File: config.mk
export PLATFORM = sky130hd
export DESIGN_NAME = fpu_unpack_norm
export DESIGN_NICKNAME = d
export VERILOG_FILES = /design/src/rtl/fpu_unpack_norm.sv
export SDC_FILE = /design/constraint.sdc
export NUM_CORES = 1
export LEC_CHECK = 0
export BUFFER_PORTS_ARGS = -buffer_cell sky130_fd_sc_hd__buf_2
export CAP_MARGIN = 20
export CORE_UTILIZATION = 23
export DETAILED_ROUTE_END_ITERATION = 10
export GPL_TIMING_DRIVEN = 0
export HOLD_SLACK_MARGIN = 0.02
export PLACE_DENSITY = 0.39
export SLEW_MARGIN = 20
export SYNTH_ARGS = -nofsm -noshare
export SYNTH_HDL_FRONTEND = slang
export SYNTH_SLANG_ARGS = --single-unit
File: constraint.sdc
create_clock -name clk -period 4.82 [get_ports clk]
set_clock_uncertainty 0.2 [all_clocks]
set_input_delay 1.446 -clock clk [delete_from_list [all_inputs] [get_ports clk]]
set_output_delay 1.446 -clock clk [all_outputs]
set_load 0.02 [all_outputs]
File: src/rtl/fpu_unpack_norm.sv
// fpu_unpack_norm: unpacks an IEEE 754 single into sign / unbiased exponent /
// explicit-integer-bit mantissa, classifies it, and normalizes subnormals
// one bit per cycle so downstream logic sees a leading 1 on finite non-zeros.
//
// Ports:
//   clk, rst_n          clock, asynchronous active-low reset
//   in_valid/in_ready   operand handshake (in_ready high only in IDLE)
//   in_data[31:0]       IEEE 754 single-precision operand
//   out_valid/out_ready result handshake (out_valid high only in HOLD)
//   out_sign            operand sign
//   out_exp[9:0]        signed unbiased exponent
//   out_mant[23:0]      mantissa, bit 23 is the integer bit
//   out_is_*            class flags, registered with the result
module fpu_unpack_norm #(
   parameter bit NORMALIZE_SUB = 1'b1
) (
   input  logic        clk,
   input  logic        rst_n,
   input  logic        in_valid,
   output logic        in_ready,
   input  logic [31:0] in_data,
   output logic        out_valid,
   input  logic        out_ready,
   output logic        out_sign,
   output logic [9:0]  out_exp,
   output logic [23:0] out_mant,
   output logic        out_is_zero,
   output logic        out_is_sub,
   output logic        out_is_inf,
   output logic        out_is_nan,
   output logic        out_is_snan
);

   localparam int unsigned EXP_W  = 10;
   localparam int unsigned MANT_W = 24;
   localparam int unsigned FRAC_W = 23;

   localparam logic [EXP_W-1:0] EXP_BIAS = EXP_W'(127);
   localparam logic [EXP_W-1:0] EXP_SUB  = EXP_W'(-126);
   localparam logic [EXP_W-1:0] EXP_SPEC = EXP_W'(128);

   typedef enum logic [1:0] {
      ST_IDLE = 2'd0,
      ST_NORM = 2'd1,
      ST_HOLD = 2'd2
   } state_t;

   state_t state;

   // Field decode of the incoming operand
   logic [7:0]        e_in;
   logic [FRAC_W-1:0] frac_in;
   logic              e_zero;
   logic              e_max;
   logic              frac_nz;

   assign e_in    = in_data[30:23];
   assign frac_in = in_data[FRAC_W-1:0];
   assign e_zero  = (e_in == 8'd0);
   assign e_max   = (&e_in);
   assign frac_nz = (|frac_in);

   // Handshake FSM with registered result and class flags
   always_ff @(posedge clk or negedge rst_n) begin
      if (!rst_n) begin
         state       <= ST_IDLE;
         in_ready    <= 1'b1;
         out_valid   <= 1'b0;
         out_sign    <= 1'b0;
         out_exp     <= '0;
         out_mant    <= '0;
         out_is_zero <= 1'b0;
         out_is_sub  <= 1'b0;
         out_is_inf  <= 1'b0;
         out_is_nan  <= 1'b0;
         out_is_snan <= 1'b0;
      end else begin
         case (state)
            ST_IDLE: begin
               if (in_valid) begin
                  out_sign    <= in_data[31];
                  out_is_zero <= 1'b0;
                  out_is_sub  <= 1'b0;
                  out_is_inf  <= 1'b0;
                  out_is_nan  <= 1'b0;
                  out_is_snan <= 1'b0;
                  state       <= ST_HOLD;
                  in_ready    <= 1'b0;
                  out_valid   <= 1'b1;
                  if (e_max) begin
                     out_exp <= EXP_SPEC;
                     if (frac_nz) begin
                        out_mant    <= {1'b1, frac_in};
                        out_is_nan  <= 1'b1;
                        out_is_snan <= ~frac_in[FRAC_W-1];
                     end else begin
                        out_mant   <= {1'b1, {FRAC_W{1'b0}}};
                        out_is_inf <= 1'b1;
                     end
                  end else if (e_zero) begin
                     if (frac_nz) begin
                        out_exp    <= EXP_SUB;
                        out_mant   <= {1'b0, frac_in};
                        out_is_sub <= 1'b1;
                        if (NORMALIZE_SUB) begin
                           state     <= ST_NORM;
                           out_valid <= 1'b0;
                        end
                     end else begin
                        out_exp     <= '0;
                        out_mant    <= '0;
                        out_is_zero <= 1'b1;
                     end
                  end else begin
                     out_exp  <= {2'b00, e_in} - EXP_BIAS;
                     out_mant <= {1'b1, frac_in};
                  end
               end
            end

            // One shift per cycle; leave as soon as the shifted value has its MSB set
            ST_NORM: begin
               out_mant <= {out_mant[MANT_W-2:0], 1'b0};
               out_exp  <= out_exp - EXP_W'(1);
               if (out_mant[MANT_W-2]) begin
                  state     <= ST_HOLD;
                  out_valid <= 1'b1;
               end
            end

            ST_HOLD: begin
               if (out_ready) begin
                  state     <= ST_IDLE;
                  out_valid <= 1'b0;
                  in_ready  <= 1'b1;
               end
            end

            default: begin
               state     <= ST_IDLE;
               out_valid <= 1'b0;
               in_ready  <= 1'b1;
            end
         endcase
      end
   end

endmodule

# Word-level counts from Yosys, hierarchy flattened
# Index checks and enable logic that the tools add are counted.
# W data, S select, Z words.
dict set report op_classes {
  add_sub_neg 2
  eq_ne 5
  mux 37
  bitwise 2
  reduce_logical 9
}
# cell n
set ops {}
lappend ops {{$mux W24} 3}
lappend ops {{$pmux W24 S2} 1}
lappend ops {{$mux W23} 2}
lappend ops {{$mux W10} 4}
lappend ops {{$reduce_or A23 Y1} 1}
lappend ops {{$pmux W10 S2} 1}
lappend ops {{$mux W1} 17}
lappend ops {{$mux W2} 6}
lappend ops {{$sub A10 B1 Y10 const B} 1}
lappend ops {{$sub A8 B7 Y9 const B} 1}
lappend ops {{$logic_not A8 Y1} 1}
lappend ops {{$reduce_and A8 Y1} 1}
lappend ops {{$ne A2 B2 Y1 const B} 3}
lappend ops {{$pmux W1 S3} 2}
lappend ops {{$pmux W2 S3} 1}
lappend ops {{$reduce_and A3 Y1} 2}
lappend ops {{$reduce_and A2 Y1} 2}
lappend ops {{$eq A2 B1 Y1 const B} 1}
lappend ops {{$eq A2 B2 Y1 const B} 1}
lappend ops {{$logic_not A2 Y1} 1}
lappend ops {{$not A1 Y1} 2}
lappend ops {{$reduce_bool A2 Y1} 1}
dict set report totals {
  register_bits 44
  inputBits 36
  output_inout_bits 42
  wordCells 66
}

# Longest topological paths before layout
# Gate-level depths: netlist of the first run.
dict set report depth {
  word_depth 6
  ltp_mapped 6
  ltp_nobuf 6
}

# Least setup slack after synthesis of the first run
# OpenSTA, ideal clock, no wires.
dict set report synth_path {
  path_type {input port to flip-flop}
  from {input in_data[23]}
  to {register out_mant[23]}
  setup_time_ns 0.064
  arrival_time_ns 2.600
  required_ns 4.556
  slack_ns 1.956
  path_stages 6
  n_path_buf 1
  cell_sequence {ha_1 nand4_1 or2_2 clkbuf_1 a311oi_1 a21o_1}
}
dict set report synth_between {
  elab_chain_cells 5
  word_cells_on_any_way 6
  classes_between {mux: 4; reduce/logical: 2}
}
# element line_no
set synth_lines {}
lappend synth_lines {{start: declaration} 21} ;# input logic [31:0] in_data,
lappend synth_lines {{$logic_not A8 Y1} 59} ;# assign e_zero = (e_in == 8'd0);
lappend synth_lines {{$mux W24} 100} ;# end else if (e_zero) begin
lappend synth_lines {{$mux W24 *} 90} ;# if (e_max) begin
lappend synth_lines {{$mux W24 *} 80} ;# if (in_valid) begin
lappend synth_lines {{$pmux W24 S2 *} 78} ;# case (state)
lappend synth_lines {{end signal: assignment} 93} ;# out_mant <= {1'b1, frac_in};
lappend synth_lines {{end signal: assignment} 97} ;# out_mant <= {1'b1, {FRAC_W{1'b0}}};
lappend synth_lines {{end signal: assignment} 103} ;# out_mant <= {1'b0, frac_in};
lappend synth_lines {{end: declaration} 26} ;# output logic [23:0] out_mant,
# Mark *: on every way between the ends. The rest lies on a longest branch, timed or not. The select of a mux whose other input is x is not followed.
# A chain may end at the register's enable or synchronous reset.

# Final worst setup path of the first run
dict set report layout_path {
  from {input in_data[28]}
  to {register out_exp[8]}
}
dict set report layout_between {
  elab_chain_cells 5
  word_cells_on_any_way 7
  classes_between {add/sub: 1; mux: 4; reduce/logical: 2}
}
# element line_no
set layout_lines {}
lappend layout_lines {{$sub A8 B7 Y9 / $logic_not A8 Y1 (equally long branches)} {115, 59}}
lappend layout_lines {{$mux W10} 100}
lappend layout_lines {{$mux W10 *} 90}
lappend layout_lines {{$mux W10 *} 80}
lappend layout_lines {{$pmux W10 S2 *} 78}
lappend layout_lines {{end signal: assignment} 115} ;# out_exp <= {2'b00, e_in} - EXP_BIAS;
lappend layout_lines {{end signal: assignment} 124} ;# out_exp <= out_exp - EXP_W'(1);
lappend layout_lines {{end: declaration} 25} ;# output logic [9:0] out_exp,
# Marks and branches as above.

==> impl_metrics.py, run 1 <==
metrics = {
    "critical_path": {
        "required_ns": 4.77,
        "reg2regPathDepth": 6,
        "crit_path_top_delay_cell": "nor3_1",
        "cp_num_buf_inv": 1,
        "crit_path_start_kind": "input pin",
        "arrival_ns": 3.09,
        "worstPathCellList": "buf_2, nor4_1, nand3_1, nor3_1, o211ai_1",
        "path_class": "input pin to register",
        "cp-end-kind": "register",
        "critPathTopFamily": "simple AND/OR/NAND/NOR gates",
        "worstPathMaxFanout": 8,
        "cp.depth": 5,
        "slowest_delay_ns": 0.52,
    },
    "clock_tree": {
        "cts.sinks": 43,
        "hold_buffers": 0,
        "clk_pin_slew_ns": 0.08,
        "cts_tree": "built",
        "cts_setup_buffers": 0,
        "cts_buffers": 5,
        "ctsLongestPathBuffers": 2,
        "h-tree-depth": 2,
        "cts_resized": 0,
        "cts_root_buf": "clkbuf_8",
        "clock_latency_ns": 0.29,
    },
    "power_and_ir_drop": {
        "clockPowerShare": 0.233,
        "p_per_area_nw_per_um2": 367,
        "power.switching_mw": 0.428,
        "p_leak_nw": 1.39,
        "p_comb_frac": 0.321,
        "pwr-share-seq": 0.446,
        "p_int_mw": 0.687,
        "sw_frac_of_total": 0.384,
        "vdd_ir_drop_max_v": 0.000106,
    },
    "synthesis": {
        "synth_adder_area_share": 0.0158,
        "synthMuxAreaShare": 0.00473,
        "synth.top_cell.area_share": 0.442,
        "yosys_warnings": 0,
        "ys.flop_type": "dfrtp_1",
        "ys_seq_area_frac": 0.453,
        "async_reset_ff_frac": 1.00,
        "synth_top_family_by_area": "compound AO/OA/AOI/OAI gates",
        "syn_area_per_cell_um2": 8.98,
        "synth_top_area_cell": "dfrtp_1",
        "synth-xor-area-share": 0.0147,
        "synth_cell_types": 49,
        "yosys.area_share.simple": 0.223,
        "synth_edf_count": 0,
        "synth_compound_area_frac": 0.249,
        "synthTopCellsByArea": "dfrtp_1, nand2_1, o21ai_0",
        "synth-seq-cells": 43,
        "synth_nets": 304,
        "syn_inst": 265,
        "syn-cell-area_um2": 2380,
    },
    "drt": {
        "via_count": 2323,
        "first_pass_iters": 4,
        "routed_wl_um": 7870,
        "drt_iter0_markers": 69,
        "wl_per_cell_um": 16.3,
        "ant_nets": 0,
        "drc": 0,
        "vias_per_cell": 4.81,
    },
    "job": {
        "maxCapViolations": 0,
    },
    "timing": {
        "hold_viol_final": 0,
        "finalSetupTns_ns": 0,
        "drv_slew": 0,
        "min_period_over_period": 0.651,
        "setup_viol": 0,
        "slew_headroom": 0.598,
        "period_needed_ns": 3.14,
        "rsz0062_at_grt": "false",
        "timing.fmax_mhz": 319,
        "tightest_slew_ns": 0.602,
    },
    "grt": {
        "grt_max_degree": 44,
        "first_global_vias": 2373,
        "grt_usage": 0.150,
        "grt_pass1_wl_um": 12800,
        "grt-ovfl-total": 0,
        "antenna_found_initial": 0,
    },
    "die": {
        "dieWidth_um": 104,
        "io_pins": 78,
        "core_area_um2": 9910,
        "dieArea_um2": 10800,
        "start_util": 0.240,
        "dieHeight_um": 104,
        "core.rowCount": 36,
    },
    "cells_and_area": {
        "final_area_um2": 3040,
        "syn2layout_area_growth_pct": 27.7,
        "antenna_cells": 0,
        "final_common_cell": "buf_2",
        "drive_gt1_frac": 0.283,
        "nets": 388,
        "final_cell_mix": "buf_2, dfrtp_1, nand2_1",
    },
    "min_path": {
        "min_path_cells": 2,
        "hp-class": "register to register",
    },
    "placed_design": {
        "dp_hpwl_um": 6020,
        "dpl-instance-area_um2": 2930,
        "port_buffers": 77,
        "place_congestion": 0.787,
    },
    "run_status": {
        "status": "complete, no violations",
    },
}
cells in the mapped netlist, drive strengths merged, types with 3 or more instances:
library cell and instances:
a21oi 16, xnor2 3, nor4 7, o21ai 27, ha 3, nand4 3
nor3 6, nand2 36, nor2 15, o211ai 5, buf 4, nand2b 3
or4 3, and3b 9, a22oi 13, dfrtp 42, a311oi 3, a31oi 4
inv 6, nand3 6, o21a 4, clkbuf 14
layer usage:
layer / share of wire / global-route usage
met5: 0 / 0
met1: 0.47 / 0.200
met4: 0.0077 / 0.0316
met3: 0.047 / 0.0308
met2: 0.48 / 0.249
worst reg2reg max path: stages (launching register included):
cell	delay (ns)
dfrtp_1	0.42
inv_1	0.11
ha_1	0.23
or4b_4	0.50
o21a_1	0.18
o21ai_0	0.17
o311ai_0	0.17
through the flow:
step	std cells	setup slack [ns]	util	hold WS, ns	power (mW)
floorplan	265	1.96	-	0.365	0.709
detailed placement	475	1.36	0.296	0.261	0.868
finish	483	1.68	0.306	0.289	1.11
global placement	475	1.31	0.296	0.261	0.867
global route	483	1.49	0.306	0.322	1.19
CTS	483	1.66	0.306	0.288	1.13
final timing paths:
path	to	start	slack (ns)
hold reg to reg	out_is_snan	out_is_snan	0.29
hold / removal	out_is_snan	out_is_snan	0.29
setup / recovery	out_exp[8]	in_data[28]	1.68
max in group asynchronous	out_exp[5]	rst_n	3.06
setup reg to reg	out_exp[6]	out_exp[0]	2.69
min in group asynchronous	out_mant[7]	rst_n	0.94
cell families (layout without fill, tap and decap cells):
family	count (synthesis)	count (layout)
AOI/OAI and AO/OA	90	90
buffers and inverters	24	109
and+or+nand+nor	100	100
DFF	43	43
xor gates and xnor gates	4	4
muxes	1	1
adders and majority gates	3	3
registers in the layout, summed over array words and instances, names as in the netlist:
name	cells
out_is_zero	1
out_sign	1
out_is_snan	1
out_is_inf	1
out_is_nan	1
in_ready	1
out_mant	24
out_exp	10
out_is_sub	1
out_valid	1
state	1
power groups by stage:
| stage | sequential [mW] | clock, mW | combinational [mW] |
|---|---|---|---|
| 2_1_floorplan | 0.578 | 0 | 0.131 |
| 3_3_place_gp | 0.507 | 0 | 0.360 |
| 3_5_place_dp | 0.506 | 0 | 0.362 |
| 4_1_cts | 0.499 | 0.270 | 0.363 |
| 5_1_grt | 0.510 | 0.285 | 0.394 |
| 6_report | 0.497 | 0.259 | 0.358 |
cell type report:
class | count | area [um2]
Timing Repair Buffer | 77 | 388
Tap cell | 133 | 166
Fill cell | 1119 | 6870
Clock buffer | 7 | 96.3
Clock inverter | 1 | 7.51
Inverter | 6 | 22.5
Multi-Input combinational cell | 198 | 1200
Buffer | 18 | 73.8
Sequential cell | 43 | 1080
(Power assumes the default switching activity.)
==> run 2: changes to the inputs <==
--- a/config.mk
+++ b/config.mk
@@ -11,7 +11,7 @@
 export DETAILED_ROUTE_END_ITERATION = 10
 export GPL_TIMING_DRIVEN = 0
 export HOLD_SLACK_MARGIN = 0.02
-export PLACE_DENSITY = 0.39
+export PLACE_DENSITY = 0.4
 export SLEW_MARGIN = 20
 export SYNTH_ARGS = -nofsm -noshare
 export SYNTH_HDL_FRONTEND = slang
==> constraint.sdc (replaced) <==
create_clock -name clk -period 2.6 [get_ports clk]
set_clock_uncertainty 0.2 [all_clocks]
set_input_delay 0.78 -clock clk [delete_from_list [all_inputs] [get_ports clk]]
set_output_delay 0.78 -clock clk [all_outputs]
set_load 0.02 [all_outputs]
==> run 2 against run 1 <==
First-iteration DRC count is 39% higher. Critical path depth stayed put. Die area stayed put. Clock-buffer cell count is 1 lower. Sequential share of layout area is 0.22 points higher. Final cell count stayed put. Sequential power is 86% higher. Design area is 0.62% lower. Largest cell class unchanged.
==> impl_metrics.py, run 2 (same netlist as run 1, synthesis figures left out) <==
metrics = {
    "run_status": {
        "status": "complete, no violations",
    },
    "cells_and_area": {
        "top_regs": "out_mant: 24 flops, out_exp: 10 flops",
        "fillers": 1119,
        "regMostFlops": "out_mant",
        "drive_gt1_frac": 0.280,
        "syn2layout_area_growth_pct": 26.9,
        "nets": 388,
        "final_common_cell": "buf_2",
        "final_cell_mix": "buf_2, dfrtp_1, nand2_1",
        "antenna_cells": 0,
        "largest_reg_flops": 24,
        "final_util": 0.305,
        "layoutNonFillerInstCount": 483,
        "final_area_um2": 3020,
    },
    "clock_tree": {
        "cts_resized": 0,
        "clk_pin_slew_ns": 0.09,
        "hold_buffers": 0,
        "cts.sinks": 43,
        "cts_tree": "built",
        "clock_latency_ns": 0.30,
        "cts_root_buf": "clkbuf_8",
        "cts_setup_buffers": 0,
        "ctsLongestPathBuffers": 2,
        "cts_buffers": 5,
        "h-tree-depth": 2,
    },
    "die": {
        "core.rowCount": 36,
        "dieArea_um2": 10800,
        "core_area_um2": 9910,
        "dieHeight_um": 104,
        "start_util": 0.240,
        "io_pins": 78,
        "dieWidth_um": 104,
    },
    "placed_design": {
        "dp_cells": 475,
        "pre_cts_slack_ns": -0.199,
        "dpl-instance-area_um2": 2930,
        "dp_hpwl_um": 6050,
        "place_congestion": 0.793,
        "port_buffers": 77,
    },
    "timing": {
        "setup_viol": 0,
        "hold_viol_final": 0,
        "drv_slew": 0,
        "timing.fmax_mhz": 415,
        "min_period_over_period": 0.927,
        "fin_ws_ns": 0.189,
        "rsz0062_at_grt": "false",
        "finalSetupTns_ns": 0,
        "period_needed_ns": 2.41,
        "slew_headroom": 0.607,
        "tightest_slew_ns": 0.590,
    },
    "power_and_ir_drop": {
        "p_int_mw": 1.22,
        "power.switching_mw": 0.798,
        "pwr-share-seq": 0.458,
        "p_comb_frac": 0.328,
        "clockPowerShare": 0.214,
        "vdd_ir_drop_max_v": 0.000205,
        "sw_frac_of_total": 0.396,
        "p_leak_nw": 1.38,
        "p_per_area_nw_per_um2": 668,
    },
    "critical_path": {
        "worstPathMaxFanout": 8,
        "path_class": "input pin to register",
        "slowest_delay_ns": 0.51,
        "arrival_ns": 2.37,
        "required_ns": 2.56,
        "crit_path_top_delay_cell": "nor3_1",
        "cp-end-kind": "register",
        "worstPathCellList": "buf_2, nor4_1, nand3_1, nor3_1, o211ai_1",
        "crit_path_start_kind": "input pin",
    },
    "grt": {
        "grt-ovfl-total": 0,
        "grt_pass1_wl_um": 12700,
        "first_global_vias": 2339,
        "grt_usage": 0.148,
        "antenna_found_initial": 0,
        "grt_max_degree": 44,
    },
    "drt": {
        "routed_wl_um": 7930,
        "vias_per_cell": 4.89,
        "wl_per_cell_um": 16.4,
        "drt_iter0_markers": 96,
        "first_pass_iters": 4,
        "drc": 0,
        "via_count": 2360,
        "ant_nets": 0,
    },
    "min_path": {
        "hp-class": "input pin to asynchronous set/reset pin",
    },
    "job": {
        "maxCapViolations": 0,
    },
}
run 2: cell types whose count changed in the layout (fill, tap and decap cells not counted), sizes merged:
cell,previous run,this run
clkbuf,21,20
clkinv,0,1
run 2: final timing paths:
kind	cells past startpoint	endpoint	startpoint	slack [ns]
worst min-delay path	1	out_mant[6]	rst_n	0.28
min in group clk	2	out_sign	out_sign	0.28
worst max register to register	5	out_exp[8]	out_exp[0]	0.48
max in group asynchronous	1	out_exp[1]	rst_n	1.52
worst min register to register	2	out_sign	out_sign	0.28
worst max-delay path	5	out_exp[8]	in_data[28]	0.19
run 2: routing by layer:
metal  vias up  GRT usage  routed length [um]
met5         -          0                   0
met4         0     0.0347                  61
met3         8     0.0308                 354
met2        68      0.237                3620
met1      1130      0.205                3890
li1       1154          -                   -
run 2: area by class of cell:
cell class | instances | area (um2) | share of cell area
plain buffers | 18 | 73.8 | 0.0245
clock buffers | 6 | 72.6 | 0.0240
clock inverters | 2 | 12.5 | 0.00415
inverters | 6 | 22.5 | 0.00746
multi-input cells | 198 | 1200 | 0.399
flip-flops and latches | 43 | 1080 | 0.357
well taps | 133 | 166 | 0.0551
repair buffers | 77 | 388 | 0.129
run 2: power groups by stage:
| stage | combinational [mW] | clock, mW | sequential, mW |
|---|---|---|---|
| floorplan | 0.242 | 0 | 1.07 |
| global placement | 0.671 | 0 | 0.939 |
| detailed placement | 0.673 | 0 | 0.939 |
| CTS | 0.674 | 0.448 | 0.925 |
| global route | 0.731 | 0.472 | 0.949 |
| finish | 0.662 | 0.430 | 0.923 |
run 2: per-stage QoR:
stage	power, mW	hold slack (ns)
global route	2.15	0.317
finish	2.02	0.279
CTS	2.05	0.282
detailed placement	1.61	0.259
floorplan	1.31	0.284
global placement	1.61	0.266
run 2: critical path, delay by kind of cell:
kind                   cells  cell delay [ns]
and+or+nand+nor            3             1.28
AOI/OAI and AO/OA          1             0.17
buffers and inverters      1             0.13
==> run 3: changes to the inputs <==
--- a/config.mk
+++ b/config.mk
@@ -5,13 +5,13 @@
 export SDC_FILE = /design/constraint.sdc
 export NUM_CORES = 1
 export LEC_CHECK = 0
-export BUFFER_PORTS_ARGS = -buffer_cell sky130_fd_sc_hd__buf_2
 export CAP_MARGIN = 20
 export CORE_UTILIZATION = 23
 export DETAILED_ROUTE_END_ITERATION = 10
+export DONT_BUFFER_PORTS = 1
 export GPL_TIMING_DRIVEN = 0
 export HOLD_SLACK_MARGIN = 0.02
-export PLACE_DENSITY = 0.4
+export PLACE_DENSITY = 0.33
 export SLEW_MARGIN = 20
 export SYNTH_ARGS = -nofsm -noshare
 export SYNTH_HDL_FRONTEND = slang
==> run 3 against run 2 <==
Flip-flop and latch count did not move. Via count decreased by 12%. First-iteration DRC count is 17% lower. Clock power increased by 33%. Sequential share of layout area is 4.3 points higher. Clock-buffer cell count is the same. Hold slack got worse by 0.17 ns. Sequential power grew 20%. Final cell count fell by 16%. Combinational power down 49%. Critical path type is now register to register. Non-clock buffer count down 76. Utilization down 3.3 points.
==> impl_metrics.py, run 3 (same netlist as run 1, synthesis figures left out) <==
metrics = {
    "critical_path": {
        "worstPathMaxFanout": 4,
        "arrival_ns": 2.27,
        "r2r_slack_ns": 0.35,
        "r2r_end": "out_exp[8]",
        "reg2regPathDepth": 5,
        "crit_end": "out_exp[8]",
        "path_class": "register to register",
        "crit_start": "out_exp[0]",
        "crit_path_start_kind": "register",
        "required_ns": 2.62,
        "timing.rr.start": "out_exp[0]",
        "cp-end-kind": "register",
    },
    "power_and_ir_drop": {
        "p_per_area_nw_per_um2": 750,
        "p_leak_nw": 1.09,
        "power_mw": 2.02,
        "vdd_ir_drop_max_v": 0.000275,
    },
    "timing": {
        "hold_slack_ns": 0.110,
        "setup_viol": 0,
        "tightest_slew_ns": 0.684,
        "timing.fmax_mhz": 445,
        "slew_headroom": 0.543,
        "rsz0062_at_grt": "false",
        "period_needed_ns": 2.25,
        "hold_viol_final": 0,
        "fin_ws_ns": 0.351,
        "drv_slew": 0,
        "min_period_over_period": 0.865,
        "finalSetupTns_ns": 0,
    },
    "die": {
        "start_util": 0.240,
        "core_area_um2": 9910,
        "dieHeight_um": 104,
        "dieWidth_um": 104,
        "io_pins": 78,
        "core.rowCount": 36,
        "dieArea_um2": 10800,
    },
    "grt": {
        "first_global_vias": 2172,
        "grt_max_degree": 43,
        "grt-ovfl-total": 0,
        "grt_pass1_wl_um": 13300,
        "antenna_found_initial": 0,
        "grt_usage": 0.161,
    },
    "cells_and_area": {
        "antenna_cells": 0,
        "top_regs": "out_mant: 24 flops, out_exp: 10 flops",
        "largest_reg_flops": 24,
        "final_common_cell": "dfrtp_1",
        "syn2layout_area_growth_pct": 13.3,
        "final_area_um2": 2690,
        "nets": 312,
        "final_cell_mix": "dfrtp_1, nand2_1, o21ai_0",
        "regMostFlops": "out_mant",
        "drive_gt1_frac": 0.0839,
    },
    "drt": {
        "vias_per_cell": 5.10,
        "drt_iter0_markers": 80,
        "drc": 0,
        "routed_wl_um": 8450,
        "first_pass_iters": 4,
        "ant_nets": 0,
        "via_count": 2074,
        "wl_per_cell_um": 20.8,
    },
    "placed_design": {
        "port_buffers": 0,
        "dpl-instance-area_um2": 2540,
        "dp_hpwl_um": 6060,
        "place_congestion": 0.738,
        "pre_cts_slack_ns": -0.0247,
    },
    "clock_tree": {
        "cts_root_buf": "clkbuf_8",
        "h-tree-depth": 2,
        "ctsLongestPathBuffers": 2,
        "cts_buffers": 5,
        "clk_pin_slew_ns": 0.09,
        "clock_latency_ns": 0.30,
        "cts_tree": "built",
        "cts_resized": 0,
        "cts.sinks": 43,
    },
    "run_status": {
        "status": "complete, no violations",
    },
    "min_path": {
        "hp-class": "input pin to asynchronous set/reset pin",
    },
    "job": {
        "maxCapViolations": 0,
    },
}
run 3: cell count changes in the layout (fill, tap and decap cells not counted):
cell | before | now
buf_2 | 80 | 4
buf_16 | 0 | 1
buf_4 | 1 | 0
bufinv_16 | 0 | 1
clkbuf_1 | 14 | 13
clkbuf_8 | 5 | 6
clkinv_2 | 1 | 0
clkinvlp_4 | 1 | 0
inv_6 | 0 | 1
run 3: layer usage:
layer / wire (um) / GRT usage / vias up / share of wire
li1: - / - / 996 / -
met1: 4050 / 0.227 / 1004 / 0.48
met5: 0 / 0 / - / 0
met3: 742 / 0.0535 / 7 / 0.088
met4: 71 / 0.0306 / 0 / 0.0084
met2: 3580 / 0.241 / 67 / 0.42
run 3: repair_timing:
action,CTS,global route
hold buffers,1,0
hold endpoints to repair,42,0
buffers inserted,0,0
run 3: final cells by class:
type	count	area [um2]
fillers	1108	7220
multi-input cells	198	1200
flip-flops and latches	43	1080
well taps	133	166
clock buffers	6	82.6
plain buffers	18	73.8
clock inverters	2	38.8
repair buffers	1	27.5
inverters	6	22.5
run 3: through the flow:
stage,cells,utilization
after floorplan,265,-
after global placement,398,0.257
after detailed placement,398,0.257
after CTS,407,0.272
after global routing,407,0.272
final,407,0.272
run 3: power breakdown:
| group | switching (mW) | internal (mW) | leakage (nW) |
|---|---|---|---|
| registers | 0.314 | 0.797 | 0.531 |
| clock network | 0.257 | 0.316 | 0.0618 |
| logic | 0.204 | 0.132 | 0.493 |
run 3: worst min path at each step:
stage	startpoint	endpoint	slack [ns]
detailed placement	rst_n	out_mant[11]	0.29
finish	rst_n	out_mant[11]	0.11
global route	rst_n	in_ready	0.08
CTS	rst_n	in_ready	0.09
floorplan	rst_n	out_exp[0]	0.28
global placement	rst_n	out_mant[11]	0.29
run 3: worst max-delay path, cell delays in order, from the launching register on:
cell and delay [ns]:
dfrtp_1 0.50, inv_1 0.14, ha_1 0.23, or4b_4 0.52, or4_1 0.49, o211ai_1 0.09
